===== src/rtl/psychic5_video_pkg.sv =====
// Shared raster constants and helpers for the Psychic 5 video board.
// Used by the timing generator, the screen-capture model and the sprite/tilemap fetchers.
package psychic5_video_pkg;

  localparam int unsigned CountW = 9;

  typedef logic [CountW-1:0] count_t;

  // Counter ranges: both counters run up to 511 and reload their first value.
  localparam count_t HFirst = 9'd128;
  localparam count_t HLast  = 9'd511;
  localparam count_t VFirst = 9'd248;
  localparam count_t VLast  = 9'd511;

  // 256x224 display window. A display line starts at HActBegin in V = n and ends at
  // HActEnd in V = n+1.
  localparam count_t HActBegin = 9'd269;
  localparam count_t HActEnd   = 9'd140;
  localparam count_t VActFirst = 9'd272;
  localparam count_t VActLast  = 9'd495;

  // Inclusive sync windows.
  localparam count_t HSyncBegin = 9'd176;
  localparam count_t HSyncEnd   = 9'd207;
  localparam count_t VSyncBegin = 9'd504;
  localparam count_t VSyncEnd   = 9'd507;

  typedef struct packed {
    logic de;
    logic hblank_n;
    logic vblank_n;
    logic hsync_n;
    logic vsync_n;
    logic line_start;
    logic frame_start;
  } flags_t;

  localparam flags_t FlagsReset = '{
    de:          1'b0,
    hblank_n:    1'b0,
    vblank_n:    1'b0,
    hsync_n:     1'b1,
    vsync_n:     1'b1,
    line_start:  1'b0,
    frame_start: 1'b0
  };

  // True when h lies in a window that wraps past the end of the line (begin > end).
  function automatic logic in_hwrap_window(count_t h, count_t win_begin, count_t win_end);
    return (h >= win_begin) || (h <= win_end);
  endfunction

  // True when x lies in the inclusive, non-wrapping range [lo, hi].
  function automatic logic in_range(count_t x, count_t lo, count_t hi);
    return (x >= lo) && (x <= hi);
  endfunction

endpackage


===== src/rtl/psychic5_video_timing_if.sv =====
// Raster bus from the video timing generator to the pixel/palette pipeline.
interface psychic5_video_timing_if;
  import psychic5_video_pkg::*;

  count_t      o_HCOUNTER;
  count_t      o_VCOUNTER;
  logic        o_DE;
  logic        o_HBLANK_n;
  logic        o_VBLANK_n;
  logic        o_HSYNC_n;
  logic        o_VSYNC_n;
  logic        o_LINE_START;
  logic        o_FRAME_START;
  logic [15:0] o_FRAME;

  modport master (
    output o_HCOUNTER, o_VCOUNTER, o_DE, o_HBLANK_n, o_VBLANK_n, o_HSYNC_n, o_VSYNC_n,
           o_LINE_START, o_FRAME_START, o_FRAME
  );

  modport slave (
    input o_HCOUNTER, o_VCOUNTER, o_DE, o_HBLANK_n, o_VBLANK_n, o_HSYNC_n, o_VSYNC_n,
          o_LINE_START, o_FRAME_START, o_FRAME
  );

endinterface


===== src/rtl/psychic5_wrap_counter.sv =====
// Up-counter that reloads First after reaching Last. Exposes its next-state value so
// downstream flags can be registered in step with the count.
module psychic5_wrap_counter
  import psychic5_video_pkg::*;
#(
  parameter count_t First = '0,
  parameter count_t Last  = '1
) (
  input  logic   i_EMU_MCLK,
  input  logic   i_EMU_MRST_n,
  input  logic   en,
  output count_t count,
  output count_t count_next,
  output logic   carry
);

  count_t cnt_q, cnt_d;

  // Next count: advance on enable, reload at Last.
  always_comb begin
    cnt_d = cnt_q;
    if (en) begin
      cnt_d = (cnt_q == Last) ? First : cnt_q + 1'b1;
    end
  end

  // Count register.
  always_ff @(posedge i_EMU_MCLK or negedge i_EMU_MRST_n) begin
    if (!i_EMU_MRST_n) begin
      cnt_q <= First;
    end else begin
      cnt_q <= cnt_d;
    end
  end

  assign count      = cnt_q;
  assign count_next = cnt_d;
  assign carry      = en && (cnt_q == Last);

endmodule


===== src/rtl/psychic5_video_timing.sv =====
// Raster counters plus blanking, sync and start strobes for the Psychic 5 video board.
// All flags are registered from the next-state counts so they line up with the counts.
// Optional screen centering (sync window offsets) is built when
// PSYCHIC5_SCREEN_CENTERING_EN is defined.
module psychic5_video_timing
  import psychic5_video_pkg::*;
#(
  parameter count_t H_FIRST     = HFirst,
  parameter count_t V_FIRST     = VFirst,
  parameter count_t HACT_BEGIN  = HActBegin,
  parameter count_t HACT_END    = HActEnd,
  parameter count_t VACT_FIRST  = VActFirst,
  parameter count_t VACT_LAST   = VActLast,
  parameter count_t HSYNC_BEGIN = HSyncBegin,
  parameter count_t HSYNC_END   = HSyncEnd,
  parameter count_t VSYNC_BEGIN = VSyncBegin,
  parameter count_t VSYNC_END   = VSyncEnd
) (
  input  logic                     i_EMU_MCLK,
  input  logic                     i_EMU_MRST_n,
  input  logic                     i_EMU_CLK6MPCEN_n,
  psychic5_video_timing_if.master  vid
`ifdef PSYCHIC5_SCREEN_CENTERING_EN
  ,
  input  logic signed [3:0]        i_HOFFSET,
  input  logic signed [2:0]        i_VOFFSET
`endif
);

  // Parameter legality: sync must sit inside blanking.
  if (!((HACT_END < HSYNC_BEGIN) && (HSYNC_BEGIN <= HSYNC_END) &&
        (HSYNC_END < HACT_BEGIN))) begin : g_bad_hparams
    $error("psychic5_video_timing: horizontal sync window overlaps the active window");
  end
  if (!((VACT_LAST + 9'd1) < VSYNC_BEGIN)) begin : g_bad_vparams
    $error("psychic5_video_timing: vertical sync window overlaps the active window");
  end

  localparam count_t VActFirstNext = VACT_FIRST + 9'd1;
  localparam count_t VActLastNext  = VACT_LAST + 9'd1;

  logic        cen;
  count_t      h_count, h_next, v_count, v_next;
  logic        h_wrap, v_wrap;
  logic        hsync_hit, vsync_hit;
  flags_t      flags_q, flags_d;
  logic [15:0] frame_q;

  assign cen = ~i_EMU_CLK6MPCEN_n;

  psychic5_wrap_counter #(
    .First (H_FIRST),
    .Last  (HLast)
  ) u_hcount (
    .i_EMU_MCLK   (i_EMU_MCLK),
    .i_EMU_MRST_n (i_EMU_MRST_n),
    .en           (cen),
    .count        (h_count),
    .count_next   (h_next),
    .carry        (h_wrap)
  );

  // V steps only on the end-of-line wrap.
  psychic5_wrap_counter #(
    .First (V_FIRST),
    .Last  (VLast)
  ) u_vcount (
    .i_EMU_MCLK   (i_EMU_MCLK),
    .i_EMU_MRST_n (i_EMU_MRST_n),
    .en           (h_wrap),
    .count        (v_count),
    .count_next   (v_next),
    .carry        (v_wrap)
  );

`ifdef PSYCHIC5_SCREEN_CENTERING_EN
  logic [3:0]        hoff_q;
  logic [2:0]        voff_q;
  logic [CountW:0]   hs_lo, hs_hi, vs_lo, vs_hi;

  // Offsets latch once per frame, leaving the first line, so a frame never sees a change.
  always_ff @(posedge i_EMU_MCLK or negedge i_EMU_MRST_n) begin
    if (!i_EMU_MRST_n) begin
      hoff_q <= '0;
      voff_q <= '0;
    end else if (h_wrap && (v_count == V_FIRST)) begin
      hoff_q <= i_HOFFSET;
      voff_q <= i_VOFFSET;
    end
  end

  // Shifted sync windows, one bit wider so a signed offset cannot alias.
  always_comb begin
    hs_lo     = {1'b0, HSYNC_BEGIN} + {{(CountW - 3){hoff_q[3]}}, hoff_q};
    hs_hi     = {1'b0, HSYNC_END}   + {{(CountW - 3){hoff_q[3]}}, hoff_q};
    vs_lo     = {1'b0, VSYNC_BEGIN} + {{(CountW - 2){voff_q[2]}}, voff_q};
    vs_hi     = {1'b0, VSYNC_END}   + {{(CountW - 2){voff_q[2]}}, voff_q};
    hsync_hit = ({1'b0, h_next} >= hs_lo) && ({1'b0, h_next} <= hs_hi);
    vsync_hit = ({1'b0, v_next} >= vs_lo) && ({1'b0, v_next} <= vs_hi);
  end
`else
  assign hsync_hit = in_range(h_next, HSYNC_BEGIN, HSYNC_END);
  assign vsync_hit = in_range(v_next, VSYNC_BEGIN, VSYNC_END);
`endif

  // Flags for the position the counters move to on this edge.
  always_comb begin
    flags_d          = FlagsReset;
    flags_d.hblank_n = in_hwrap_window(h_next, HACT_BEGIN, HACT_END);
    // A display line begins in V = n and finishes in V = n+1 after the H wrap.
    flags_d.vblank_n = (in_range(v_next, VACT_FIRST, VACT_LAST) && (h_next >= HACT_BEGIN)) ||
                       (in_range(v_next, VActFirstNext, VActLastNext) && (h_next <= HACT_END));
    flags_d.de          = flags_d.hblank_n && flags_d.vblank_n;
    flags_d.hsync_n     = ~hsync_hit;
    flags_d.vsync_n     = ~vsync_hit;
    flags_d.line_start  = (h_next == HACT_BEGIN);
    flags_d.frame_start = (h_next == HACT_BEGIN) && (v_next == VACT_FIRST);
  end

  // Flags and pulses update only on enabled edges, so pulses hold while disabled.
  always_ff @(posedge i_EMU_MCLK or negedge i_EMU_MRST_n) begin
    if (!i_EMU_MRST_n) begin
      flags_q <= FlagsReset;
    end else if (cen) begin
      flags_q <= flags_d;
    end
  end

  // Frame counter advances on the same edge V wraps.
  always_ff @(posedge i_EMU_MCLK or negedge i_EMU_MRST_n) begin
    if (!i_EMU_MRST_n) begin
      frame_q <= '0;
    end else if (v_wrap) begin
      frame_q <= frame_q + 1'b1;
    end
  end

  assign vid.o_HCOUNTER    = h_count;
  assign vid.o_VCOUNTER    = v_count;
  assign vid.o_DE          = flags_q.de;
  assign vid.o_HBLANK_n    = flags_q.hblank_n;
  assign vid.o_VBLANK_n    = flags_q.vblank_n;
  assign vid.o_HSYNC_n     = flags_q.hsync_n;
  assign vid.o_VSYNC_n     = flags_q.vsync_n;
  assign vid.o_LINE_START  = flags_q.line_start;
  assign vid.o_FRAME_START = flags_q.frame_start;
  assign vid.o_FRAME       = frame_q;

endmodule


===== src/flat_wrapper.sv =====
// flat-port wrapper written by rule: the top's interface ports become plain ports
module psychic5_video_timing_flat import psychic5_video_pkg::*;
#(
  parameter count_t H_FIRST     = HFirst,
  parameter count_t V_FIRST     = VFirst,
  parameter count_t HACT_BEGIN  = HActBegin,
  parameter count_t HACT_END    = HActEnd,
  parameter count_t VACT_FIRST  = VActFirst,
  parameter count_t VACT_LAST   = VActLast,
  parameter count_t HSYNC_BEGIN = HSyncBegin,
  parameter count_t HSYNC_END   = HSyncEnd,
  parameter count_t VSYNC_BEGIN = VSyncBegin,
  parameter count_t VSYNC_END   = VSyncEnd
)
  (i_EMU_MCLK, i_EMU_MRST_n, i_EMU_CLK6MPCEN_n, vid_o_HCOUNTER, vid_o_VCOUNTER, vid_o_DE, vid_o_HBLANK_n, vid_o_VBLANK_n, vid_o_HSYNC_n, vid_o_VSYNC_n, vid_o_LINE_START, vid_o_FRAME_START, vid_o_FRAME);
  psychic5_video_timing_if vid_i ();
  input  logic i_EMU_MCLK;
  input  logic i_EMU_MRST_n;
  input  logic i_EMU_CLK6MPCEN_n;
  output wire logic [$bits(vid_i.o_HCOUNTER)-1:0] vid_o_HCOUNTER;
  output wire logic [$bits(vid_i.o_VCOUNTER)-1:0] vid_o_VCOUNTER;
  output wire logic [$bits(vid_i.o_DE)-1:0] vid_o_DE;
  output wire logic [$bits(vid_i.o_HBLANK_n)-1:0] vid_o_HBLANK_n;
  output wire logic [$bits(vid_i.o_VBLANK_n)-1:0] vid_o_VBLANK_n;
  output wire logic [$bits(vid_i.o_HSYNC_n)-1:0] vid_o_HSYNC_n;
  output wire logic [$bits(vid_i.o_VSYNC_n)-1:0] vid_o_VSYNC_n;
  output wire logic [$bits(vid_i.o_LINE_START)-1:0] vid_o_LINE_START;
  output wire logic [$bits(vid_i.o_FRAME_START)-1:0] vid_o_FRAME_START;
  output wire logic [$bits(vid_i.o_FRAME)-1:0] vid_o_FRAME;
  assign vid_o_HCOUNTER = vid_i.o_HCOUNTER;
  assign vid_o_VCOUNTER = vid_i.o_VCOUNTER;
  assign vid_o_DE = vid_i.o_DE;
  assign vid_o_HBLANK_n = vid_i.o_HBLANK_n;
  assign vid_o_VBLANK_n = vid_i.o_VBLANK_n;
  assign vid_o_HSYNC_n = vid_i.o_HSYNC_n;
  assign vid_o_VSYNC_n = vid_i.o_VSYNC_n;
  assign vid_o_LINE_START = vid_i.o_LINE_START;
  assign vid_o_FRAME_START = vid_i.o_FRAME_START;
  assign vid_o_FRAME = vid_i.o_FRAME;
  psychic5_video_timing #(.H_FIRST(H_FIRST), .V_FIRST(V_FIRST), .HACT_BEGIN(HACT_BEGIN), .HACT_END(HACT_END), .VACT_FIRST(VACT_FIRST), .VACT_LAST(VACT_LAST), .HSYNC_BEGIN(HSYNC_BEGIN), .HSYNC_END(HSYNC_END), .VSYNC_BEGIN(VSYNC_BEGIN), .VSYNC_END(VSYNC_END)) u_core (.i_EMU_MCLK(i_EMU_MCLK), .i_EMU_MRST_n(i_EMU_MRST_n), .i_EMU_CLK6MPCEN_n(i_EMU_CLK6MPCEN_n), .vid(vid_i));
endmodule

===== config.mk =====
export PLATFORM = sky130hd
export DESIGN_NAME = psychic5_video_timing_flat
export DESIGN_NICKNAME = d
export VERILOG_FILES = /design/src/rtl/psychic5_video_pkg.sv /design/src/rtl/psychic5_video_timing_if.sv /design/src/rtl/psychic5_wrap_counter.sv /design/src/rtl/psychic5_video_timing.sv /design/src/flat_wrapper.sv
export SDC_FILE = /design/constraint.sdc
export NUM_CORES = 1
export LEC_CHECK = 0
export BUFFER_PORTS_ARGS = -buffer_cell sky130_fd_sc_hd__buf_2
export CORE_ASPECT_RATIO = 1.25
export CORE_MARGIN = 2
export CORE_UTILIZATION = 50
export DETAILED_ROUTE_END_ITERATION = 7
export PLACE_DENSITY_LB_ADDON = 0.1
export SKIP_LAST_GASP = 1
export SLEW_MARGIN = 10
export SYNTH_ARGS = -nofsm -noshare
export SYNTH_HDL_FRONTEND = slang
export SYNTH_SLANG_ARGS = --single-unit

===== constraint.sdc =====
create_clock -name i_EMU_MCLK -period 2.8 [get_ports i_EMU_MCLK]
set_input_delay 0.56 -clock i_EMU_MCLK [delete_from_list [all_inputs] [get_ports i_EMU_MCLK]]
set_output_delay 0.56 -clock i_EMU_MCLK [all_outputs]
set_load 0.01 [all_outputs]

[Word level (Yosys, flattened, before mapping)]
Index checks and enable logic that the tools add are counted.
Operators by class
  add/subtract/negate cells: 3
  $lt $le $gt $ge: 10
  equality and inequality tests: 4
  muxes and demuxes: 4
  bitwise operators: 3
  reduce and logical (&&, ||, !) cells: 12
Operator list (number)
  equality test 9 bit, second input constant: 4
  greater-or-equal comparator 9 bit, second input constant: 4
  2-to-1 mux 9 bit: 4
  <= comparator 9 bit, second input constant: 3
  adder 9 x 1 -> 9 bit, second input constant: 2
  <= comparator 9 x 8 -> 1 bit, second input constant: 2
  adder 16 x 1 -> 16 bit, second input constant: 1
  logical AND 1 bit: 10
  greater-or-equal comparator 9 x 8 -> 1 bit, second input constant: 1
  NOT 1 bit: 3
  logical OR 1 bit: 2
Word-level totals
  bits in registers: 41
  input bits: 3
  logic and storage cells: 46

[Logic depth before layout (Yosys ltp)]
  depth in word-level cells: 8
  gate-level depth with buffers: 13
  gate-level depth less buffers: 11

[By module]
From an unflattened synthesis, not the netlist that was laid out.
Unflattened totals
  cell total of the unflattened synthesis: 201
  area total of the unflattened synthesis: 2080.7 µm²
Modules (own cells, without submodules)
  psychic5_video_timing: instances 1, cells each 104, area each 1108.6 µm²
  psychic5_wrap_counter at u_core.u_vcount: instances 1, cells each 49, area each 499.2 µm²
  psychic5_wrap_counter at u_core.u_hcount: instances 1, cells each 48, area each 473.0 µm²

[Worst setup path after synthesis]
Ideal clock, no wire load.
  path type: register -> register
  start: register u_core.u_hcount.cnt_q[0] (netlist: u_core.u_hcount.count[0])
  end: register u_core.flags_q (netlist bit u_core.vid.o_VBLANK_n)
  setup time: 0.145 ns
  arrival: 2.730 ns
  path slack: -0.075 ns
  stages on the path, launching flop included: 13
  path buffers: 1
  period minus slack after synthesis: 2.875 ns
  cells stage by stage: dfrtp_1 ha_1 nand2_1 nor2_1 and3_1 ha_1 buf_2 nand3b_4 or4_1 a31oi_1 nand4_1 a41oi_1 a221oi_1
Between the ends
  longest elaborated chain between the ends: 7
Ends and longest elaborated chain
  from (decl): line psychic5_wrap_counter.sv:17  | count_t cnt_q, cnt_d;
  from (signal assigned): line psychic5_wrap_counter.sv:30  | cnt_q <= First;
  from (signal assigned): line psychic5_wrap_counter.sv:32  | cnt_q <= cnt_d;
  branches (longest 6 deep; another with adder 9 x 1 -> 9 bit)
  logical OR 1 bit *: line psychic5_video_timing.sv:111  | flags_d.vblank_n = (in_range(v_next, VACT_FIRST, VACT_LAST) && (h_next >= HACT_BEGIN)) ||
  to (signal assigned): line psychic5_video_timing.sv:123  | flags_q <= FlagsReset;
  to (signal assigned): line psychic5_video_timing.sv:125  | flags_q <= flags_d;
  to (decl): line psychic5_video_timing.sv:46  | flags_t flags_q, flags_d;
Mark *: on every way between the ends.
A chain may end at the register's enable or synchronous reset.

[Worst setup path in the final report]
  start: register u_core.u_hcount.cnt_q[0] (netlist: u_core.u_hcount.count[0])
  end: register u_core.flags_q (netlist bit u_core.vid.o_DE)
Between the ends
  longest elaborated chain between the ends: 8
Ends and longest elaborated chain
  branches (longest 7 deep; another with adder 9 x 1 -> 9 bit)
  logical AND 1 bit *: line psychic5_video_timing.sv:113  | flags_d.de = flags_d.hblank_n && flags_d.vblank_n;
Marks and branches as above.

==> impl_metrics.toml <==
[power]
swShare_pct = 33.5
total_leakage_power_uw = 0.00151
peakVddDrop_mv = 0.436
powerDensity_nw_per_um2 = 609
clkPwrFrac_pct = 26.5
power_frac_seq_pct = 39.6
combPwrFrac_pct = 34.0
power_switching_uw = 597
intPower_uw = 1180

[drt]
wl_per_cell_um = 14.5
antenna_left = 0
viasPerCell = 5.57
post-route-drc-count = 0
drtPass1Iterations = 4
wl_um = 5260
vias = 2016
dr.first_iter.drc_count = 100

[global_route]
grt_max_degree = 23
grt_pass1_wl_um = 8880
grt_pass1_vias = 1901
grt_usage_pct = 21.3
grt_antenna_before_repair = 0
grt-ovfl-total = 0

[outcome]
status = "finished, final reports clean"

[yosys]
ys_seq_elements = 41
syn_area_per_cell_um2 = 9.99
ys_types = 58
synth_ff_type = "dfrtp_1"
synth_cells = 239
synth_area_um2 = 2390
syn_nets = 248
yosysSeqAreaShare_pct = 43.4
postSynth.asyncResetShare_pct = 100
yosys_warnings = 0
synth_enable_flop_cells = 0

[setup_path]
timing.rr.end = "u_core.vid.o_DE"
cp.arrival_ns = 2.81
end_kind = "register"
critPathKind = "reg -> reg"
r2r_start = "u_core.u_hcount.count[0]"
path_max_fanout = 6
cp-start-kind = "register"
reg2reg_slack_ns = 0.15
rr_worst_depth = 12
crit_required_ns = 2.96

[cts]
insertion_delay_ns = 0.29
htreeDepth = 2
cts_tree = "done"
cts_hold_buf = 0
ctsResizeCount = 0
numCtsBuffers = 5
cts_setup_buffers = 0
clkTransAtPathRegs_ns = 0.09
cts.sink_count = 41
cts-root-buf = "clkbuf_8"
cts_buffer_depth = 2

[sta]
fmax_mhz = 377
fin_ws_ns = 0.145
finalHoldViolCount = 0
fin_setup_tns_ns = 0
finalSetupViolations = 0
fin_crit_ns = 2.65
worst_slew_pin_slew_ns = 0.488
rsz0062_at_grt = "true"
slew_viol_final = 0
skew_ns = 0.00954
fin_crit_sh_pct = 94.8
maxSlewHeadroom_pct = 67.5

[place]
place_ws_ns = 0.133
gp_congestion = 0.848
io_buffers = 43
dp.cells = 354
hpwl_um = 4130

[floorplanning]
core.rowCount = 28
fp.dieH_um = 81.3
ios = 44
coreArea_um2 = 4660
die-width_um = 65.8
initial_utilization_pct = 51.2
die_area_um2 = 5350

[cells_and_area]
multi_input_area_um2 = 1280
diodes = 0
area_growth_pct = 22.6
fin_nets = 310
fillers = 413
seq_area_um2 = 1040
drive_gt1_share_pct = 33.4
layout.cells.non_filler = 362

[min_path]
min_path_type = "in -> async"

[run]
maxCapViolations = 0
==> cells in the mapped netlist, types with 4 or more instances <==
library cell | number | area [um2]
nand2_1 | 22 | 82.6
xnor2_1 | 14 | 123
dfrtp_1 | 33 | 826
inv_1 | 8 | 30.0
nand4_1 | 8 | 50.1
o21ai_0 | 10 | 50.1
and3_1 | 4 | 25.0
nor2_1 | 18 | 67.6
ha_1 | 6 | 75.1
or3_1 | 5 | 31.3
buf_2 | 9 | 45.0
xor2_1 | 7 | 61.3
nand3_1 | 12 | 60.1
dfstp_2 | 8 | 210
==> layout make-up <==
| cell class | count | area share, % |
|---|---|---|
| clock buffers | 6 | 2.48 |
| clock inverters | 2 | 1.20 |
| inverters | 8 | 1.03 |
| multi-input cells | 178 | 43.7 |
| flip-flops and latches | 41 | 35.5 |
| well taps | 60 | 2.57 |
| repair buffers | 67 | 13.5 |
==> cells by family after synthesis <==
family | after synthesis | synth area share (%)
and+or+nand+nor | 100 | 25.1
AOI/OAI and AO/OA | 46 | 14.6
DFF | 41 | 43.4
xor gates and xnor gates | 21 | 7.70
buffers and inverters | 20 | 3.93
adders and majority gates | 6 | 3.14
muxes | 5 | 2.20
==> registers in the layout, summed over array words and instances, names as in the netlist <==
register	flops
u_core.u_hcount.count	9
u_core.u_vcount.count	9
u_core.vid.o_DE	1
u_core.vid.o_FRAME	16
u_core.vid.o_FRAME_START	1
u_core.vid.o_HBLANK_n	1
u_core.vid.o_HSYNC_n	1
u_core.vid.o_LINE_START	1
u_core.vid.o_VBLANK_n	1
u_core.vid.o_VSYNC_n	1
==> power by group through the flow <==
stage                     registers, uW  clock network (uW)  logic (uW)
after floorplan                     769                   0         344
after global placement              715                   0         597
after detailed placement            715                   0         598
after CTS                           705                 479         602
after global routing                716                 501         671
final                               705                 472         605
==> worst max-delay path by stage <==
| stage | startpoint | endpoint | slack [ns] |
|---|---|---|---|
| 3_3_place_gp | u_core.u_hcount.count[0] | u_core.vid.o_VBLANK_n | 0.20 |
| 6_report | u_core.u_hcount.count[0] | u_core.vid.o_DE | 0.15 |
| 5_1_grt | u_core.u_hcount.count[1] | u_core.vid.o_VBLANK_n | -0.04 |
| 4_1_cts | u_core.u_hcount.count[0] | u_core.vid.o_DE | 0.12 |
| 3_5_place_dp | u_core.u_hcount.count[0] | u_core.vid.o_DE | 0.13 |
| 2_1_floorplan | u_core.u_hcount.count[0] | u_core.vid.o_VBLANK_n | 0.07 |
==> critical path: stages, from the launching register on <==
cell      delay, ns
dfrtp_2        0.41
ha_2           0.18
nand2_1        0.10
nor2_1         0.06
and3_1         0.18
ha_1           0.22
buf_4          0.17
or3_1          0.38
o32ai_2        0.16
o22a_1         0.21
o21ai_1        0.12
a41oi_1        0.27
a221oi_1       0.08
==> per-stage QoR <==
stage               util, %  hold WS, ns  total power [uW]  cell area, um2
floorplan                 -        0.264              1110            2390
global placement       60.1        0.455              1310            2800
detailed placement     60.1        0.467              1310            2800
CTS                    62.4        0.239              1790            2910
global route           62.8        0.258              1890            2930
finish                 62.8        0.219              1780            2930
==> routing by layer <==
metal	global-route usage, %	share of wire [%]
met3	3.60	4.6
met5	0	0
met4	7.08	1.3
met2	37.4	52
met1	26.4	42
==> placed cells by master, fill, tap and decap left out, drive strengths merged, types with 4 or more instances in the layout <==
master	n
o21ai	13
xnor2	14
buf	67
dfstp	8
nand4b	5
and3	4
ha	6
nor2	18
inv	8
clkbuf	6
nand4	9
or3	5
nand2	22
a221oi	4
nand3	13
xor2	7
dfrtp	33
Note: power is estimated with default switching activity, not from simulation.
